===== config.mk =====
export PLATFORM = sky130hd
export DESIGN_NAME = operand_hazard_ctrl
export DESIGN_NICKNAME = d
export VERILOG_FILES = /design/src/rtl/cpu_pkg.sv /design/src/rtl/reg_scoreboard.sv /design/src/rtl/operand_hazard_ctrl.sv
export SDC_FILE = /design/constraint.sdc
export NUM_CORES = 1
export LEC_CHECK = 0
export CORE_ASPECT_RATIO = 0.5
export CORE_UTILIZATION = 50
export DETAILED_ROUTE_END_ITERATION = 12
export MAX_ROUTING_LAYER = met4
export PLACE_DENSITY = 0.85
export SYNTH_ARGS = -nofsm -noshare
export SYNTH_HDL_FRONTEND = slang
export SYNTH_SLANG_ARGS = --single-unit

===== constraint.sdc =====
create_clock -name clk -period 4.8 [get_ports clk]
set_input_delay 0.96 -clock clk [delete_from_list [all_inputs] [get_ports clk]]
set_output_delay 0.96 -clock clk [all_outputs]
set_load 0.005 [all_outputs]

===== src/rtl/cpu_pkg.sv =====
// Shared definitions for the issue/operand-fetch slice: addressing modes,
// register index width and the hazard controller's state encoding.
package cpu_pkg;

    localparam int REG_IDX_W = 5;
    localparam int NUM_ARCH_REGS = 1 << REG_IDX_W;

    localparam logic ADDR_MODE_DIRECT    = 1'b0;
    localparam logic ADDR_MODE_IMMEDIATE = 1'b1;

    typedef enum logic [1:0] {
        ST_RUN   = 2'd0,
        ST_STALL = 2'd1,
        ST_HOLD  = 2'd2
    } hazard_state_t;

endpackage


===== src/rtl/reg_scoreboard.sv =====
// Pending-writeback scoreboard: one busy bit per register, with a commit
// clear that is visible to lookups in the same cycle it arrives.
module reg_scoreboard
    import cpu_pkg::*;
#(
    parameter int NUM_REGS = NUM_ARCH_REGS,
    parameter int IDX_W    = REG_IDX_W
) (
    input  logic                clk,
    input  logic                reset,
    input  logic                set_en,
    input  logic [IDX_W-1:0]    set_idx,
    input  logic                clr_en,
    input  logic [IDX_W-1:0]    clr_idx,
    input  logic [IDX_W-1:0]    look_idx_0,
    input  logic [IDX_W-1:0]    look_idx_1,
    input  logic [IDX_W-1:0]    look_idx_2,
    output logic [NUM_REGS-1:0] busy_vec,
    output logic                busy_0,
    output logic                busy_1,
    output logic                busy_2
);

    logic [NUM_REGS-1:0] clr_mask;
    logic [NUM_REGS-1:0] set_mask;
    logic [NUM_REGS-1:0] busy_eff;

    always_comb begin
        clr_mask = '0;
        set_mask = '0;
        if (clr_en) clr_mask[clr_idx] = 1'b1;
        if (set_en) set_mask[set_idx] = 1'b1;
    end

    assign busy_eff = busy_vec & ~clr_mask;

    assign busy_0 = busy_eff[look_idx_0];
    assign busy_1 = busy_eff[look_idx_1];
    assign busy_2 = busy_eff[look_idx_2];

    // OR-ing the set mask after the clear lets a new writer keep the bit
    // when the previous writer to the same register commits this cycle.
    always_ff @(posedge clk or negedge reset) begin
        if (!reset) busy_vec <= '0;
        else        busy_vec <= busy_eff | set_mask;
    end

endmodule


===== src/rtl/operand_hazard_ctrl.sv =====
// Issue controller in front of operand fetch: blocks RAW/WAW hazards against
// the scoreboard, drives register-file read enables and counts stall cycles.
module operand_hazard_ctrl
    import cpu_pkg::*;
#(
    parameter int NUM_REGS = NUM_ARCH_REGS,
    parameter int IDX_W    = REG_IDX_W,
    parameter int CNT_W    = 16
) (
    input  logic                clk,
    input  logic                reset,
    input  logic                id_valid,
    output logic                id_ready,
    input  logic                id_addr_mode,
    input  logic [IDX_W-1:0]    id_reg_idx_a,
    input  logic [IDX_W-1:0]    id_reg_idx_b,
    input  logic                id_has_writeback,
    output logic                reg_r_en_a,
    output logic                reg_r_en_b,
    output logic                of_valid,
    input  logic                ex_ready,
    output logic [IDX_W-1:0]    of_reg_idx_dst,
    output logic                of_has_writeback,
    input  logic                wb_en,
    input  logic [IDX_W-1:0]    wb_idx,
    output logic [NUM_REGS-1:0] busy_vec,
    output logic                hazard_stall,
    output logic [CNT_W-1:0]    stall_cnt,
    output hazard_state_t       fsm_state
);

    // Handshake: a transfer happens on a clock edge where valid and ready are
    // both high; valid never depends on ready, and ready here depends only on
    // scoreboard state and whether the output slot drains this cycle.

    localparam logic [CNT_W-1:0] CNT_ONE = {{(CNT_W-1){1'b0}}, 1'b1};

    logic busy_a;
    logic busy_b;
    logic busy_dst;
    logic raw_a;
    logic raw_b;
    logic waw;
    logic hazard;
    logic slot_free;
    logic issue;

    reg_scoreboard #(
        .NUM_REGS (NUM_REGS),
        .IDX_W    (IDX_W)
    ) u_scoreboard (
        .clk        (clk),
        .reset      (reset),
        .set_en     (issue & id_has_writeback),
        .set_idx    (id_reg_idx_a),
        .clr_en     (wb_en),
        .clr_idx    (wb_idx),
        .look_idx_0 (id_reg_idx_a),
        .look_idx_1 (id_reg_idx_b),
        .look_idx_2 (id_reg_idx_a),
        .busy_vec   (busy_vec),
        .busy_0     (busy_a),
        .busy_1     (busy_b),
        .busy_2     (busy_dst)
    );

    assign raw_a     = busy_a;
    assign raw_b     = (id_addr_mode == ADDR_MODE_DIRECT) & busy_b;
    assign waw       = id_has_writeback & busy_dst;
    assign hazard    = raw_a | raw_b | waw;

    assign hazard_stall = id_valid & hazard;
    assign slot_free    = ~of_valid | ex_ready;
    assign id_ready     = ~hazard & slot_free;
    assign issue        = id_valid & id_ready;

    assign reg_r_en_a = issue;
    assign reg_r_en_b = issue & (id_addr_mode == ADDR_MODE_DIRECT);

    always_ff @(posedge clk or negedge reset) begin
        if (!reset) begin
            of_valid         <= 1'b0;
            of_reg_idx_dst   <= '0;
            of_has_writeback <= 1'b0;
        end else if (issue) begin
            of_valid         <= 1'b1;
            of_reg_idx_dst   <= id_reg_idx_a;
            of_has_writeback <= id_has_writeback;
        end else if (ex_ready) begin
            of_valid         <= 1'b0;
        end
    end

    // fsm_state records how the previous cycle was classified; the counter
    // advances on the same condition so it already includes the cycle that
    // the state now reports.
    always_ff @(posedge clk or negedge reset) begin
        if (!reset) begin
            fsm_state <= ST_RUN;
            stall_cnt <= '0;
        end else begin
            if (id_valid && hazard) begin
                fsm_state <= ST_STALL;
                if (stall_cnt != {CNT_W{1'b1}}) stall_cnt <= stall_cnt + CNT_ONE;
            end else if (id_valid && !slot_free) begin
                fsm_state <= ST_HOLD;
            end else begin
                fsm_state <= ST_RUN;
            end
        end
    end

endmodule


; ---- After elaboration in Yosys (flattened, before gate mapping)
; Index checks and enable logic that the tools add are counted.
[op_classes]
n_addsub = 1
magnitude_cmp = 5
n_eq_ne = 1
mux = 14
bitwise_logic = 16
reduce_logical = 7
[ops]
columns = cell, count
row1 = 32-bit 2-to-1 mux, 2
row2 = 32-bit AND, 1
row3 = 32-bit inverter, 1
row4 = 32-bit bitwise OR, 1
row5 = 5-bit by 6-bit less-than comparator with 1-bit output (second input constant), 3
row6 = 16-bit by 1-bit adder with 16-bit output (second input constant), 1
row7 = 16-bit != test (second input constant), 1
row8 = 1-bit binary-select mux with 5-bit select, 2
row9 = 1-bit demux with 5-bit select, 2
row10 = 5-bit by 1-bit >= comparator with 1-bit output (second input constant), 2
row11 = 1-bit AND, 7
row12 = 1-bit 2-to-1 mux, 6
row13 = 1-bit logical AND, 4
row14 = 2-bit 2-to-1 mux, 2
row15 = 1-bit inverter, 3
row16 = 1-bit bitwise OR, 3
row17 = 2-bit AND reduction, 1
row18 = 2-bit nonzero test, 1
row19 = 1-bit logical NOT, 1
[word_totals]
ff_bits = 57
input_bits = 22
word_cells = 50

; ---- Depth between registers and ports, before layout
; Gate-level depths: netlist (run 1).
[depth]
depth_word = 18
mapped_depth = 13

; ---- By module
; From an unflattened synthesis (run 1), not the netlist that was laid out.
[unflattened]
hier_cells = 437
area_unflattened_um2 = 4040.1
[by_module_without_submodules]
columns = mod, instances, cells_each, area_each_um2
row1 = reg_scoreboard, 1, 331, 2837.7
row2 = operand_hazard_ctrl, 1, 106, 1202.4

; ---- Least setup slack after synthesis (run 1)
; Ideal clock, no wire load.
[synth_path]
path_type = input port to output port
from = input port wb_idx[1]
to = output port hazard_stall
t_arrival_ns = 3.067
t_required_ns = 3.840
path_slack_ns = 0.773
path_stages = 12
path_buffers = 4
path_cell_list = clkbuf_1 -> or2_1 -> clkbuf_1 -> o21ai_0 -> a22oi_1 -> nor2_1 -> or4_1 -> a31o_1 -> nand2b_1 -> buf_6 -> buf_2 -> and2_1
[synth_between]
elab_chain_cells = 13
[synth_lines]
columns = element, line
row1 = start: declaration, operand_hazard_ctrl.sv:25  ; input logic [IDX_W-1:0] wb_idx,
row2 = 5-bit by 6-bit less-than comparator with 1-bit output (not written as such) or 5-bit by 1-bit >= comparator with 1-bit output (tied branches), reg_scoreboard.sv:31  ; if (clr_en) clr_mask[clr_idx] = 1'b1;
row3 = 1-bit logical AND (not written as such), reg_scoreboard.sv:31
row4 = 1-bit 2-to-1 mux (not written as such), reg_scoreboard.sv:31
row5 = 1-bit demux with 5-bit select *, --
row6 = 32-bit 2-to-1 mux *, reg_scoreboard.sv:31
row7 = 32-bit inverter *, reg_scoreboard.sv:35  ; assign busy_eff = busy_vec & ~clr_mask;
row8 = 32-bit AND *, reg_scoreboard.sv:35
row9 = 1-bit binary-select mux with 5-bit select, reg_scoreboard.sv:38  ; assign busy_1 = busy_eff[look_idx_1];
row10 = 1-bit 2-to-1 mux (not written as such), reg_scoreboard.sv:38
row11 = 1-bit AND, operand_hazard_ctrl.sv:68  ; assign raw_b = (id_addr_mode == ADDR_MODE_DIRECT) & busy_b;
row12 = 1-bit bitwise OR, operand_hazard_ctrl.sv:70  ; assign hazard = raw_a | raw_b | waw;
row13 = 1-bit bitwise OR *, operand_hazard_ctrl.sv:70
row14 = 1-bit AND *, operand_hazard_ctrl.sv:72  ; assign hazard_stall = id_valid & hazard;
row15 = end: declaration, operand_hazard_ctrl.sv:27  ; output logic hazard_stall,
; Mark *: on every way between the ends. The rest lies on a longest branch, timed or not. The select of a mux whose other input is x is not followed.

; ---- Final worst setup path (run 1)
[layout_path]
from = input port id_reg_idx_b[1]
to = output port hazard_stall
[layout_between]
elab_chain_cells = 6
[layout_lines]
columns = element, line
row1 = start: declaration, operand_hazard_ctrl.sv:16  ; input logic [IDX_W-1:0] id_reg_idx_b,
row2 = 1-bit binary-select mux with 5-bit select, reg_scoreboard.sv:38
row3 = 1-bit 2-to-1 mux (not written as such), reg_scoreboard.sv:38
row4 = 1-bit AND, operand_hazard_ctrl.sv:68
row5 = 1-bit bitwise OR (2 in series), operand_hazard_ctrl.sv:70
row6 = 1-bit AND, operand_hazard_ctrl.sv:72
; Every way passes these cells. The select of a mux whose other input is x is not followed.

==> results_dict.tcl, run 1 <==
set metrics [dict create \
    outcome "completed" \
    p_per_area_mw_per_mm2 357.3 \
    syn_avg_cell_area_um2 9.440 \
    synth_cell_types 53 \
    syn-cell-area_mm2 0.003483 \
    wl_per_cell_um 19.81 \
    preCtsSetupSlack_ps -80.36 \
    cts-root-buf "clkbuf_16" \
    p_leak_nw 2.220 \
    grt_pass1_vias 3370 \
    drive_gt1_share_pct 24.14 \
    worst_ep_required_time_ps 3840 \
    synthArstFlopShare_pct 100.0 \
    hold_ws_ps 487.8 \
    fin_nets 515 \
    synth_warnings 0 \
    vias 3606 \
    cts_buffers 9 \
    grt_usage_pct 34.19 \
    yosysSeqAreaShare_pct 40.95 \
    critPathLaunchType "primary input" \
    drt_iter0_markers 483 \
    cp_max_fo 11 \
    synthesis.nets 392 \
    layout_common_cells "clkdlybuf4s50_1, dfrtp_1, buf_4" \
    clock_sinks 57 \
    globalRouteOverflowTotal 0 \
    power.total_mw 1.844 \
    synth_edf_count 0 \
    hold_depth 1 \
    ys.flop_type "dfrtp_1" \
    area_growth_pct 48.17 \
    hold_viol 0 \
    fin_ws_ps 85.06 \
    arrival_ps 3750 \
    place_area_mm2 0.004677 \
    cp-end-kind "output pin" \
    hold_path_class "flip-flop to flip-flop" \
    fin_crit_sh_pct 98.23 \
    drt-total-wl_um 11670 \
    dp_hpwl_um 8413 \
    fmaxAchievable_ghz 0.2121 \
    antenna_found_initial 0 \
    cts-htree-levels 3 \
    die_y_um 61.02 \
    grt_max_degree 41 \
    tns_ps 0 \
    mostFrequentLayoutCell "clkdlybuf4s50_1" \
    ys_ff_latch 57 \
    crit_type "primary input to output pin" \
    dr.pass1.iters 6 \
    grt_pass1_wl_um 17840 \
    dieWidth_um 120.0 \
    yosys.area.top_type "dfrtp_1" \
    gp_congestion 1.008 \
    drc 0 \
    path_clk_slew_ps 50 \
    cts_buffer_depth 2 \
    drv_slew 0 \
    skew_ps 10.04 \
    die_area_mm2 0.007325 \
    coreArea_mm2 0.006700 \
    drtAntennaViolNets 0 \
    synth_area_leaders "dfrtp_1, o21ai_1, xnor2_1" \
    start_util_pct 51.99 \
    yosysTopAreaCellShare_pct 40.95 \
    netlist_instances 369 \
    via_per_inst 6.122 \
    worstSkewPairLatency_ps 340 \
    reg2reg_depth 10 \
    peakVddDrop_v 0.0002897 \
    drv_cap 0 \
    tightestPinTransition_ps 570.3 \
    ios 83 \
    min_period_ps 4715 \
    slew_headroom_pct 61.44 \
    setup_violations 0 \
    fp-row-count 21 \
    diodes 0 \
    io_buffers 82 \
    final_area_mm2 0.005161 \
    cts_tree "built" \
]
## kinds of logic after synthesis
group / after synthesis / share of synthesized area, %
flops: 57 / 40.95
fa+ha+maj: 1 / 0.3591
compound gates: 104 / 18.89
xor+xnor: 20 / 5.029
mux: 26 / 8.584
buf+inv: 35 / 4.957
simple gates: 126 / 21.23
## synth_stat cells (all sizes together), types with 3 or more instances
library cell / n
nor3: 3
nand4b: 6
nand3: 12
mux2: 11
a22oi: 3
or2: 4
inv: 8
nand2: 22
nor4: 5
mux2i: 13
or3: 4
nand3b: 4
or4: 5
a21oi: 5
clkbuf: 12
nand4bb: 3
buf: 15
nand4: 10
o221ai: 6
a31oi: 4
o21ai: 71
dfrtp: 57
xnor2: 16
nor2b: 3
nor2: 19
nand2b: 11
xor2: 4
and3: 7
## layer usage
metal | vias up | wire (um) | GRT usage, %
met5 | - | 0 | -
met4 | 0 | 288 | 11.07
met3 | 44 | 1305 | 12.22
met2 | 191 | 5187 | 52.05
met1 | 1755 | 4889 | 42.95
li1 | 1616 | - | -
## path summary, 6_finish.rpt
check,start,to,slack (ps)
setup / recovery,id_reg_idx_b[1],hazard_stall,90
hold / removal,stall_cnt[6]$_DFFE_PN0P_,stall_cnt[6]$_DFFE_PN0P_,490
setup reg to reg,u_scoreboard.busy_vec[24]$_DFF_PN0_,u_scoreboard.busy_vec[0]$_DFF_PN0_,1710
hold reg to reg,stall_cnt[6]$_DFFE_PN0P_,stall_cnt[6]$_DFFE_PN0P_,490
max in group asynchronous,reset,of_reg_idx_dst[1]$_DFFE_PN0N_,3400
min in group asynchronous,reset,u_scoreboard.busy_vec[5]$_DFF_PN0_,550
## layout make-up
cell class | instances | area, um2
Fill cell | 461 | 1539
Clock inverter | 5 | 80.08
Inverter | 8 | 30.03
Sequential cell | 57 | 1426
Multi-Input combinational cell | 277 | 2014
Tap cell | 92 | 115.1
Clock buffer | 11 | 232.7
Timing Repair Buffer | 139 | 1262
## timing repair
| item | in CTS | in global routing |
|---|---|---|
| pin swaps | 2 | 4 |
| hold buffers | 0 | 0 |
| endpoints found under the setup margin | 3 | 4 |
| resized for setup | 9 | 30 |
| buffers inserted | 0 | 3 |
## stage by stage
stage,instances,utilization (%)
floorplan,369,-
global placement,570,69.80
detailed placement,570,69.80
CTS,586,74.94
global route,589,77.03
finish,589,77.03
## report_power, final
group / internal [mW] / total [mW] / switching [mW]
Clock: 0.453 / 0.687 / 0.234
Sequential: 0.560 / 0.637 / 0.0774
Combinational: 0.298 / 0.520 / 0.222
Total: 1.31 / 1.84 / 0.533
## flip-flops by register name, summed over array words and instances, names as in the netlist
name	flops
u_scoreboard.busy_vec	32
of_valid	1
of_has_writeback	1
fsm_state	2
of_reg_idx_dst	5
stall_cnt	16
## worst max-delay path, cell delays in order
cell and delay, ps:
clkdlybuf4s50_1 650, and3_1 310, nand2_1 80, nand3_1 80
or4_1 560, a31o_1 280, nand2b_1 140, and2_1 190
clkdlybuf4s50_1 510
Note: power is estimated with default switching activity, not from simulation.
==> run 2, diff against run 1 <==
clock period = 4.4 ns   (was 4.8 ns; I/O delays follow)
==> results_dict.tcl, run 2 (synthesized netlist as in run 1, its figures left out) <==
set metrics [dict create \
    outcome "completed" \
    drc 0 \
    fin_ws_ps 51.64 \
    ios 83 \
    critPathLaunchType "primary input" \
    hold_viol 0 \
    peakVddDrop_v 0.0003375 \
    dieWidth_um 120.0 \
    dp_cells 585 \
    met1_length_um 4954 \
    ctsHoldBuffers 0 \
    grt_max_degree 41 \
    tightestPinTransition_ps 948.9 \
    drtAntennaViolNets 0 \
    wl_per_cell_um 19.72 \
    cts_tree "built" \
    cts-root-buf "clkbuf_16" \
    cts_buffer_depth 2 \
    grt_pass1_vias 3392 \
    hold_path_class "flip-flop to flip-flop" \
    antenna_found_initial 0 \
    dp_hpwl_um 8412 \
    grt_usage_pct 34.39 \
    grt_pass1_wl_um 17800 \
    largest_register_ffs 32 \
    die_area_mm2 0.007325 \
    globalRouteOverflowTotal 0 \
    dr.pass1.iters 7 \
    cp-end-kind "output pin" \
    drt-total-wl_um 11950 \
    area_growth_pct 52.12 \
    start_util_pct 51.99 \
    min_period_ps 4348 \
    drt_iter0_markers 413 \
    layoutNonFillerInstCount 606 \
    final_area_mm2 0.005299 \
    top_layer "met4" \
    fin_crit_sh_pct 98.83 \
    place_area_mm2 0.004802 \
    wl_met3_um 1236 \
    setup_violations 0 \
    hold_ws_ps 490.9 \
    worstSkewPairLatency_ps 330 \
    slew_headroom_pct 36.74 \
    mostFrequentLayoutCell "buf_4" \
    p_leak_nw 2.310 \
    p_per_area_mw_per_mm2 371.3 \
    largest_register "u_scoreboard.busy_vec" \
    path_clk_slew_ps 50 \
    cp_max_fo 5 \
    fp-row-count 21 \
    drv_slew 0 \
    diodes 0 \
    wl_met2_um 5456 \
    coreArea_mm2 0.006700 \
    crit_type "primary input to output pin" \
    drive_gt1_share_pct 28.02 \
    fin_nets 532 \
    fmaxAchievable_ghz 0.2300 \
    via_per_inst 6.074 \
    die_y_um 61.02 \
    vias 3681 \
    preCtsSetupSlack_ps -333.1 \
    cts_buffers 9 \
    worst_ep_required_time_ps 3520 \
    skew_ps 8.418 \
    io_buffers 82 \
    top_regs "u_scoreboard.busy_vec: 32 flops, stall_cnt: 16 flops, of_reg_idx_dst: 5 flops" \
    arrival_ps 3470 \
    layout_common_cells "buf_4, clkdlybuf4s50_1, dfrtp_1" \
    cts-htree-levels 3 \
    gp_congestion 1.051 \
    drv_cap 0 \
    clock_sinks 57 \
]
-- run 2: changes by cell type in the layout (fill, tap and decap cells not counted), moves of 3 or more --
| cell | previous run | this run |
|---|---|---|
| clkdlybuf4s50_1 | 72 | 66 |
| o21ai_2 | 21 | 16 |
| buf_4 | 56 | 72 |
| o21ai_1 | 26 | 33 |
| nand2b_4 | 1 | 4 |
| o21ai_0 | 24 | 21 |
| clkdlybuf4s15_2 | 0 | 5 |
-- run 2: path summary, 6_finish.rpt --
kind | to | startpoint | slack [ps] | cells past startpoint
max | id_ready | wb_idx[0] | 50 | 12
min | of_reg_idx_dst[0]$_DFFE_PN0N_ | of_reg_idx_dst[0]$_DFFE_PN0N_ | 490 | 1
max reg2reg | u_scoreboard.busy_vec[4]$_DFF_PN0_ | u_scoreboard.busy_vec[25]$_DFF_PN0_ | 1200 | 12
min reg2reg | of_reg_idx_dst[0]$_DFFE_PN0N_ | of_reg_idx_dst[0]$_DFFE_PN0N_ | 490 | 1
max in group asynchronous | stall_cnt[4]$_DFFE_PN0P_ | reset | 2890 | 2
min in group asynchronous | u_scoreboard.busy_vec[19]$_DFF_PN0_ | reset | 700 | 1
-- run 2: per-stage QoR --
step                utilization (%)  total power, mW  setup TNS, ps
floorplan                         -           0.9110              0
global placement              71.67            1.236         -894.9
detailed placement            71.67            1.249          -1149
global route                  79.09            2.055         -46.29
CTS                           77.37            1.949              0
finish                        79.09            1.968              0
-- run 2: critical path: stages --
cell and delay (ps):
dlygate4sd2_1 280, buf_4 180, xor2_1 170, o31a_1 260
o221ai_1 190, nand2_1 90, nor4_2 240, a31o_1 260
buf_4 150, nand2b_4 60, nor2b_1 130, clkdlybuf4s50_1 550
-- run 2: per-layer routing --
layer	up-vias	global-route usage (%)
li1	1659	-
met1	1773	42.25
met2	210	52.38
met3	39	11.48
met4	0	15.54
met5	-	-
-- run 2: area by class of cell --
type,instances,area [um2]
Timing Repair Buffer,156,1408
Inverter,8,30.03
Fill cell,439,1401
Clock buffer,11,232.7
Multi-Input combinational cell,277,2031
Tap cell,92,115.1
Sequential cell,57,1426
Clock inverter,5,56.30
-- run 2: timing repair --
item                                    CTS  global route
pin swaps                                 3             4
setup buffers                             1             4
cloned                                    0             0
resized for setup                        38            23
endpoints found under the setup margin    4             4
-- run 2: where the power goes --
part	switching, mW	total [mW]	internal (mW)
sequential	0.0828	0.693	0.611
clock	0.246	0.683	0.437
combinational	0.251	0.591	0.340
